--- config.mk ---
export PLATFORM = sky130hd
export DESIGN_NAME = ex_hazard_ctrl
export DESIGN_NICKNAME = d
export VERILOG_FILES = /design/src/rtl/ex_hazard_ctrl_pkg.sv /design/src/rtl/hz_loaduse_det.sv /design/src/rtl/ex_hazard_ctrl.sv
export SDC_FILE = /design/constraint.sdc
export NUM_CORES = 1
export LEC_CHECK = 0
export CORE_AREA = 2 2 72 74
export CTS_CLUSTER_DIAMETER = 120
export DETAILED_ROUTE_END_ITERATION = 8
export DIE_AREA = 0 0 74 76
export PLACE_DENSITY_LB_ADDON = 0.2
export SLEW_MARGIN = 20
export SYNTH_ARGS = -nofsm -noshare
export SYNTH_HDL_FRONTEND = slang
export SYNTH_SLANG_ARGS = --single-unit
--- constraint.sdc ---
create_clock -name clk -period 3.4 [get_ports clk]
set_clock_uncertainty 0.15 [all_clocks]
set_input_delay 0.85 -clock clk [delete_from_list [all_inputs] [get_ports clk]]
set_output_delay 0.85 -clock clk [all_outputs]
set_load 0.005 [all_outputs]
--- src/rtl/ex_hazard_ctrl_pkg.sv ---
// Shared types for the execute-stage hazard controller.
// State encodings live here so the top and any debug logic agree on them.
package ex_hazard_ctrl_pkg;

  typedef enum logic [1:0] {
    HZ_RUN   = 2'd0,
    HZ_FLUSH = 2'd1,
    HZ_MEMW  = 2'd2
  } hz_state_e;

  localparam int unsigned REG_IDX_W = 5;
  localparam int unsigned FL_CNT_W  = 3;

endpackage

--- src/rtl/hz_loaduse_det.sv ---
// Load-use comparator: flags a decode instruction that reads the register
// a load in execute has not yet produced. Purely combinational.
module hz_loaduse_det
  import ex_hazard_ctrl_pkg::*;
(
  input  logic [REG_IDX_W-1:0] rs1,
  input  logic [REG_IDX_W-1:0] rs2,
  input  logic                 use_rs1,
  input  logic                 use_rs2,
  input  logic [REG_IDX_W-1:0] wreg,
  input  logic                 is_load,
  output logic                 hit
);

  logic match_rs1;
  logic match_rs2;

  // x0 is hardwired to zero, so a load targeting it can never create a hazard.
  assign match_rs1 = use_rs1 && (rs1 == wreg);
  assign match_rs2 = use_rs2 && (rs2 == wreg);
  assign hit       = is_load && (wreg != '0) && (match_rs1 || match_rs2);

endmodule

--- src/rtl/ex_hazard_ctrl.sv ---
// Pipeline hazard controller: load-use bubbles, branch flushes and memory
// freezes for the IF/ID, ID/EX and EX/MEM registers, plus debug counters.
module ex_hazard_ctrl
  import ex_hazard_ctrl_pkg::*;
#(
  parameter int unsigned FLUSH_LEN = 2,
  parameter int unsigned CNT_W     = 16
) (
  input  logic                 clk,
  input  logic                 rst,
  input  logic [REG_IDX_W-1:0] id_rs1,
  input  logic [REG_IDX_W-1:0] id_rs2,
  input  logic                 id_use_rs1,
  input  logic                 id_use_rs2,
  input  logic [REG_IDX_W-1:0] ex_wreg,
  input  logic                 ex_is_load,
  input  logic                 ex_branch_taken,
  input  logic                 mem_req,
  input  logic                 mem_ready,
  output logic                 pc_keep,
  output logic                 ifid_keep,
  output logic                 ifid_nop,
  output logic                 idex_keep,
  output logic                 idex_nop,
  output logic                 exmem_keep,
  output logic                 busy,
  output logic [CNT_W-1:0]     stall_cnt,
  output logic [CNT_W-1:0]     flush_cnt
);

  localparam logic [FL_CNT_W-1:0] FL_INIT = FL_CNT_W'(FLUSH_LEN - 1);

  hz_state_e            state_q, state_d, eff_state;
  logic [FL_CNT_W-1:0]  fl_cnt_q, fl_cnt_d;
  logic [CNT_W-1:0]     stall_cnt_q, stall_cnt_d;
  logic [CNT_W-1:0]     flush_cnt_q, flush_cnt_d;
  logic                 lu, mw, freeze, flush, lu_stall, flush_evt;

  hz_loaduse_det u_lu (
    .rs1     (id_rs1),
    .rs2     (id_rs2),
    .use_rs1 (id_use_rs1),
    .use_rs2 (id_use_rs2),
    .wreg    (ex_wreg),
    .is_load (ex_is_load),
    .hit     (lu)
  );

  // NOTE: every signal written here gets a default first, so no latch is inferred.
  always_comb begin
    mw = mem_req && !mem_ready;

    // The cycle MEM_WAIT sees mem_ready behaves like the state it resumes,
    // so a re-presented branch or a pending flush cycle is acted on at once.
    eff_state = state_q;
    if (state_q == HZ_MEMW && mem_ready) begin
      eff_state = (fl_cnt_q != '0) ? HZ_FLUSH : HZ_RUN;
    end

    freeze   = mw || (state_q == HZ_MEMW && !mem_ready);
    flush    = !freeze && ((eff_state == HZ_RUN && ex_branch_taken) ||
                           eff_state == HZ_FLUSH);
    lu_stall = !freeze && !flush && eff_state == HZ_RUN && lu;

    pc_keep    = !rst && (freeze || lu_stall);
    ifid_keep  = !rst && (freeze || lu_stall);
    idex_keep  = !rst && freeze;
    exmem_keep = !rst && freeze;
    ifid_nop   = !rst && flush;
    idex_nop   = !rst && (flush || lu_stall);
    busy       = !rst && (state_q != HZ_RUN);

    state_d   = eff_state;
    fl_cnt_d  = fl_cnt_q;
    flush_evt = 1'b0;
    unique case (eff_state)
      HZ_RUN: begin
        if (mw) begin
          state_d = HZ_MEMW;
        end else if (ex_branch_taken) begin
          flush_evt = 1'b1;
          if (FLUSH_LEN > 1) begin
            state_d  = HZ_FLUSH;
            fl_cnt_d = FL_INIT;
          end
        end
      end
      HZ_FLUSH: begin
        if (mw) begin
          state_d = HZ_MEMW;
        end else if (fl_cnt_q <= FL_CNT_W'(1)) begin
          state_d  = HZ_RUN;
          fl_cnt_d = '0;
        end else begin
          fl_cnt_d = fl_cnt_q - FL_CNT_W'(1);
        end
      end
      HZ_MEMW: state_d = HZ_MEMW;
      default: state_d = HZ_RUN;
    endcase

    stall_cnt_d = stall_cnt_q;
    if (pc_keep && !(&stall_cnt_q)) stall_cnt_d = stall_cnt_q + CNT_W'(1);
    flush_cnt_d = flush_cnt_q;
    if (flush_evt && !(&flush_cnt_q)) flush_cnt_d = flush_cnt_q + CNT_W'(1);
  end

  // NOTE: sequential state uses non-blocking assignments so all flops update together.
  always_ff @(posedge clk) begin
    if (rst) begin
      state_q     <= HZ_RUN;
      fl_cnt_q    <= '0;
      stall_cnt_q <= '0;
      flush_cnt_q <= '0;
    end else begin
      state_q     <= state_d;
      fl_cnt_q    <= fl_cnt_d;
      stall_cnt_q <= stall_cnt_d;
      flush_cnt_q <= flush_cnt_d;
    end
  end

  assign stall_cnt = stall_cnt_q;
  assign flush_cnt = flush_cnt_q;

endmodule

==> results of run 1 <==
==> layout by cell type, fill, tap and decap left out, types with 6 or more instances in the layout <==
cell type,netlist,final
sky130_fd_sc_hd__xnor2_1,10,8
sky130_fd_sc_hd__nor2b_1,6,6
sky130_fd_sc_hd__or3_1,8,8
sky130_fd_sc_hd__buf_4,3,23
sky130_fd_sc_hd__nand2_1,14,14
sky130_fd_sc_hd__nand3_1,14,14
sky130_fd_sc_hd__nor2_1,24,22
sky130_fd_sc_hd__inv_1,8,8
sky130_fd_sc_hd__nand4_1,17,17
sky130_fd_sc_hd__nand2b_1,7,7
sky130_fd_sc_hd__o31ai_1,8,8
sky130_fd_sc_hd__clkdlybuf4s50_1,0,48
sky130_fd_sc_hd__nor3_1,10,8
sky130_fd_sc_hd__mux2i_1,6,6
sky130_fd_sc_hd__mux2_2,6,6
sky130_fd_sc_hd__dlygate4sd2_1,0,6
sky130_fd_sc_hd__dfxtp_1,37,37
sky130_fd_sc_hd__o21ai_0,9,9
sky130_fd_sc_hd__or4_1,10,10
sky130_fd_sc_hd__a21oi_1,19,18
==> sequential cells by signal, summed over array words and instances (netlist names) <==
name	count
fl_cnt_q	3
state_q	2
flush_cnt	16
stall_cnt	16
==> cell families after synthesis <==
logic type | synth area share
compound gates | 0.162
xor+xnor | 0.0416
fa+ha+maj | 0.0270
buf+inv | 0.0519
flops | 0.320
mux | 0.0552
simple gates | 0.342
==> worst paths after layout <==
path / from / endpoint / slack [ns] / cells past startpoint
min: fl_cnt_q[1]$_SDFFE_PP0P_ / fl_cnt_q[1]$_SDFFE_PP0P_ / 0.33 / 2
max reg2reg: state_q[0]$_SDFF_PP0_ / stall_cnt[14]$_SDFFE_PP0P_ / 0.76 / 7
max: mem_ready / ifid_keep / 0.05 / 6
min reg2reg: fl_cnt_q[1]$_SDFFE_PP0P_ / fl_cnt_q[1]$_SDFFE_PP0P_ / 0.33 / 2
==> repair_timing <==
item / CTS / global route
buffers inserted: 0 / 2
cloned: 0 / 0
gates resized for setup: 21 / 16
pin swaps: 3 / 10
setup endpoints to repair: 7 / 3
==> worst reg2reg max path, delay by kind of cell (launching register included) <==
kind            cells  cell delay, ns
compound gates      2            0.49
buf+inv             2            0.31
flops               1            0.47
simple gates        3            1.16
==> cell type report <==
type                    count  area, µm²
repair buffers             87        811
clock inverters             2       10.0
flip-flops and latches     37        741
inverters                   8       30.0
clock buffers               6       72.6
fillers                   426       1640
multi-input cells         224       1520
well taps                  70       87.6
==> metrics by stage <==
stage / worst slack (ns) / utilization / power (W)
global placement: -0.652 / 0.631 / 0.000621
finish: 0.0537 / 0.666 / 0.000926
CTS: -0.104 / 0.651 / 0.000925
floorplan: 0.0765 / - / 0.000541
global route: -0.00470 / 0.666 / 0.000975
detailed placement: -0.685 / 0.631 / 0.000624
==> power breakdown <==
part           leakage [nW]  switching [W]  internal [W]  total, W
Combinational         0.838      0.0000829     0.0000948  0.000178
Clock                0.0450       0.000158      0.000142  0.000300
Sequential            0.299     0.00000862      0.000440  0.000448
==> routing by layer <==
| metal | wire [µm] | vias up |
|---|---|---|
| met2 | 3080 | 54 |
| met5 | 0 | - |
| met4 | 59 | 0 |
| met3 | 232 | 6 |
| met1 | 2580 | 1176 |
| li1 | - | 1227 |
==> results.json, run 1 <==
{
  "holdCritPathClass": "reg -> reg",
  "globalRouteTotalUtil": 0.224,
  "boundaryPins": 62,
  "routed_wire_length_per_instance_um": 13.7,
  "placed_area_um2": 3100,
  "design_area_um2": 3270,
  "gr-max-usage-layer": "met2",
  "timing.critical_path.required_ns": 2.40,
  "fin_nets": 391,
  "route.antenna.remaining_nets": 0,
  "die-width_um": 74,
  "crit_path_max_incr_delay_ns": 0.51,
  "synthDominantAreaCellType": "sky130_fd_sc_hd__dfxtp_1",
  "slew_headroom": 0.563,
  "ys.flop_type": "sky130_fd_sc_hd__dfxtp_1",
  "critical_path_class": "in -> out",
  "post_synth_num_cell_types": 54,
  "grt_pass1_vias": 2286,
  "use_met3": 0.0370,
  "worst_path_dominant_cell_family": "simple AND/OR/NAND/NOR gates",
  "finalCriticalPeriod_ns": 3.35,
  "end_kind": "primary output",
  "cts_tree": "built",
  "synth-seq-cells": 37,
  "drt-vias-per-instance": 5.68,
  "worst-path-max-fanout": 4,
  "antenna_found_initial": 0,
  "grt_max_degree": 45,
  "dp_cells": 424,
  "diodes": 0,
  "die_y_um": 76,
  "area_added_between_synthesis_and_finish_pct": 41.5,
  "seq_total_area_yosys": 0.320,
  "worst_ir_drop_vdd_v": 0.000193,
  "dr.pass1.iters": 4,
  "fraction_of_layout_cells_with_a_size_suffix_above_1": 0.173,
  "yosys_warn_count": 0,
  "report.final.slew_viol_count": 0,
  "cp_cell_sequence": "dlygate4sd2_1 > nor3b_1 > or4b_4 > o31a_1 > nor2_4 > clkbuf_2",
  "synth_edf_count": 0,
  "post_synth_main_area_contributors": "sky130_fd_sc_hd__dfxtp_1 32%, sky130_fd_sc_hd__nand4_1 4.6%, sky130_fd_sc_hd__a21oi_1 4.1%",
  "maxCapViolCount": 0,
  "grt_use_met2": 0.385,
  "cts.htree.levels": 2,
  "wire_length_of_the_first_global_routing_pass_um": 10300,
  "synthMostInstantiatedCell": "sky130_fd_sc_hd__dfxtp_1",
  "synth_area_per_cell_um2": 8.17,
  "rows": 26,
  "crit_path_dat_ns": 2.35,
  "min_period_over_period": 0.984,
  "coreArea_um2": 4910,
  "detail_route.wirelength_um": 5950,
  "cellLeakagePower_nw": 1.18,
  "clk_pin_slew_worst_paths_ns": 0.07,
  "syn-num-nets": 311,
  "synthArstFlopShare": 0,
  "finalSetupViolCount": 0,
  "initial_utilization": 0.471,
  "postCtsHoldBufs": 0,
  "hold_violations": 0,
  "die_area_um2": 5620,
  "worst_path_buf_inv": 2,
  "ctsRootBufferMaster": "sky130_fd_sc_hd__clkbuf_8",
  "insertion_delay_ns": 0.29,
  "final_cells": 434,
  "vias": 2463,
  "power.density_cell_area_nw_per_um2": 283,
  "timing.fmax_mhz": 299,
  "cts-buffers-inserted": 5,
  "drc": 0,
  "synth_cells": 283,
  "worstSetupStartpointType": "input port",
  "cp_slowest_cell": "sky130_fd_sc_hd__or4b_4",
  "clkSinkCount": 37,
  "clock_tree.buffer_depth": 2,
  "synthesis.area_um2": 2310,
  "met1_use_gr": 0.282,
  "routabilityCongestion": 0.852,
  "globalRouteOverflowTotal": 0,
  "timing.setup.tns_ns": 0,
  "netlist.area_leader.share": 0.320,
  "dpl.hpwl_um": 4410,
  "result_of_the_run": "completed",
  "worst-slew-pin-transition_ns": 0.652,
  "initialDrtViolationCount": 123,
  "io_buffer_count": 61,
  "finalHoldWorstSlack_ns": 0.333,
  "netlist_top_cells_count": "37 x sky130_fd_sc_hd__dfxtp_1, 24 x sky130_fd_sc_hd__nor2_1, 19 x sky130_fd_sc_hd__a21oi_1"
}
No activity file was read; power rests on OpenSTA's default activity.
==> run 2, diff against run 1 <==
--- a/config.mk
+++ b/config.mk
@@ -10,6 +10,8 @@
 export DETAILED_ROUTE_END_ITERATION = 8
 export DIE_AREA = 0 0 74 76
 export PLACE_DENSITY_LB_ADDON = 0.2
+export RECOVER_POWER = 50
+export REMOVE_ABC_BUFFERS = 1
 export SLEW_MARGIN = 20
 export SYNTH_ARGS = -nofsm -noshare
 export SYNTH_HDL_FRONTEND = slang
==> run 2 against run 1 <==
Core utilization up 0.41 points. Clock power down 6%. Sequential share of layout area is 0.14 points lower. Cell area is 0.61% higher. Die area did not move. Highest routed layer unchanged. Register-to-register slack worse by 0.21 ns. Critical path depth unchanged. Sequential power about the same. First-iteration DRC count decreased by 40%. Critical endpoint is now idex_nop.
==> results.json, run 2 (synthesis gave the netlist of run 1 again) <==
{
  "vias": 2473,
  "setup.worst_path.start": "ex_wreg[2]",
  "final_core_util": 0.670,
  "diodes": 0,
  "insertion_delay_ns": 0.28,
  "ctsRootBufferMaster": "sky130_fd_sc_hd__clkbuf_8",
  "worst-slew-pin-transition_ns": 0.963,
  "worstSetupStartpointType": "input port",
  "maxCapViolCount": 0,
  "globalRouteTotalUtil": 0.215,
  "cellLeakagePower_nw": 1.31,
  "grt_max_degree": 46,
  "power.density_cell_area_nw_per_um2": 276,
  "drc": 0,
  "worst-path-max-fanout": 3,
  "multi_input_area_um2": 1510,
  "worst_path_dominant_cell_family": "simple AND/OR/NAND/NOR gates",
  "critical_path_class": "in -> out",
  "grt_pass1_vias": 2316,
  "hold_violations": 0,
  "detail_route.wirelength_um": 5950,
  "routabilityCongestion": 0.837,
  "worst_ir_drop_vdd_v": 0.000217,
  "slew_headroom": 0.355,
  "report.final.slew_viol_count": 0,
  "result_of_the_run": "completed",
  "fraction_of_layout_cells_with_a_size_suffix_above_1": 0.179,
  "min_period_over_period": 0.989,
  "antenna_found_initial": 0,
  "fill_cells": 436,
  "finalCriticalPeriod_ns": 3.36,
  "clkSinkCount": 37,
  "timing.fmax_mhz": 297,
  "most-common-layout-cells": "37 x sky130_fd_sc_hd__dfxtp_1, 31 x sky130_fd_sc_hd__dlygate4sd3_1, 23 x sky130_fd_sc_hd__buf_4",
  "fin_nets": 393,
  "timing.setup.tns_ns": 0,
  "die_y_um": 76,
  "crit_path_dat_ns": 2.36,
  "drt-vias-per-instance": 5.70,
  "regToRegSetupSlack_ns": 0.55,
  "cp_slowest_cell": "sky130_fd_sc_hd__or4_4",
  "ff_latch_area_um2": 741,
  "rsz0062_at_grt": "true",
  "initialDrtViolationCount": 74,
  "path_depth": 6,
  "coreArea_um2": 4910,
  "cts_tree": "built",
  "route.antenna.remaining_nets": 0,
  "count_of_cells_along_the_worst_register_to_register_path": 6,
  "dpl.hpwl_um": 4260,
  "die-width_um": 74,
  "totalPowerFinal_w": 0.000909,
  "die_area_um2": 5620,
  "r2r-end": "flush_cnt[1]$_SDFFE_PP0P_",
  "r2r_start": "flush_cnt[7]$_SDFFE_PP0P_",
  "globalRouteOverflowTotal": 0,
  "layout.cells.most_common": "sky130_fd_sc_hd__dfxtp_1",
  "clock_tree.buffer_depth": 2,
  "initial_utilization": 0.471,
  "finalHoldWorstSlack_ns": 0.338,
  "end_kind": "primary output",
  "timing.critical_path.required_ns": 2.40,
  "dr.pass1.iters": 4,
  "wire_length_of_the_first_global_routing_pass_um": 10000,
  "crit_path_max_incr_delay_ns": 0.54,
  "worst_path_buf_inv": 2,
  "holdCritPathClass": "reg -> reg",
  "boundaryPins": 62,
  "postCtsHoldBufs": 0,
  "routed_wire_length_per_instance_um": 13.7,
  "cp_cell_sequence": "clkdlybuf4s50_1 > or4_4 > nor2_4 > nor3_4 > a21o_1 > clkdlybuf4s15_2",
  "clk_pin_slew_worst_paths_ns": 0.06,
  "crit_path_end": "idex_nop",
  "io_buffer_count": 61,
  "cts.htree.levels": 2,
  "rows": 26,
  "finalSetupViolCount": 0,
  "cts-buffers-inserted": 5,
  "area_added_between_synthesis_and_finish_pct": 42.3
}
-- run 2: routing by layer --
layer / share of wire / GRT usage / wire [µm] / up-vias
met3: 0.044 / 0.0370 / 263 / 6
li1: - / - / - / 1229
met5: 0 / 0 / 0 / -
met2: 0.50 / 0.363 / 2960 / 68
met1: 0.45 / 0.275 / 2680 / 1170
met4: 0.0077 / 0.0673 / 46 / 0
-- run 2: power by group --
group          leakage [nW]  switching [W]  internal [W]  total [W]
logic                 0.974      0.0000822     0.0000972   0.000179
clock network        0.0399       0.000146      0.000135   0.000281
registers             0.299     0.00000865      0.000440   0.000448
total                  1.31       0.000237      0.000672   0.000909
-- run 2: worst reg2reg max path: stages (launching register included) --
cell	delay [ns]
sky130_fd_sc_hd__dfxtp_1	0.44
sky130_fd_sc_hd__nand4_1	0.19
sky130_fd_sc_hd__or4_1	0.65
sky130_fd_sc_hd__o211ai_1	0.81
sky130_fd_sc_hd__buf_4	0.27
sky130_fd_sc_hd__mux2i_1	0.18
sky130_fd_sc_hd__nor2_1	0.05
-- run 2: area by class of cell --
cell class	count	area share
repair buffers	89	0.258
flip-flops and latches	37	0.225
multi-input cells	224	0.459
clock inverters	1	0.00152
well taps	70	0.0266
clock buffers	5	0.0209
inverters	8	0.00912
-- run 2: how the worst min path moves through the flow --
stage,start,end,slack [ns],cells after the start
floorplan,fl_cnt_q[1]$_SDFFE_PP0P_,fl_cnt_q[1]$_SDFFE_PP0P_,0.29,2
global placement,fl_cnt_q[1]$_SDFFE_PP0P_,fl_cnt_q[1]$_SDFFE_PP0P_,0.31,2
detailed placement,fl_cnt_q[1]$_SDFFE_PP0P_,fl_cnt_q[1]$_SDFFE_PP0P_,0.34,2
CTS,fl_cnt_q[1]$_SDFFE_PP0P_,fl_cnt_q[1]$_SDFFE_PP0P_,0.35,2
global route,flush_cnt[11]$_SDFFE_PP0P_,flush_cnt[11]$_SDFFE_PP0P_,0.37,2
finish,fl_cnt_q[1]$_SDFFE_PP0P_,fl_cnt_q[1]$_SDFFE_PP0P_,0.34,2
-- run 2: per-stage QoR --
step / instances / worst slack [ns] / instance area (µm²)
floorplan: 269 / 0.256 / 2220
global placement: 424 / -0.542 / 3100
detailed placement: 424 / -0.549 / 3100
CTS: 432 / 0.00440 / 3220
global route: 434 / -0.0396 / 3290
finish: 434 / 0.0368 / 3290
-- run 2: repair_timing --
action                     in CTS  in global routing
gates resized for setup        26                 13
pin swaps                       7                  7
setup buffers                   2                  1
setup endpoints to repair       7                  5
gates cloned                    0                  1
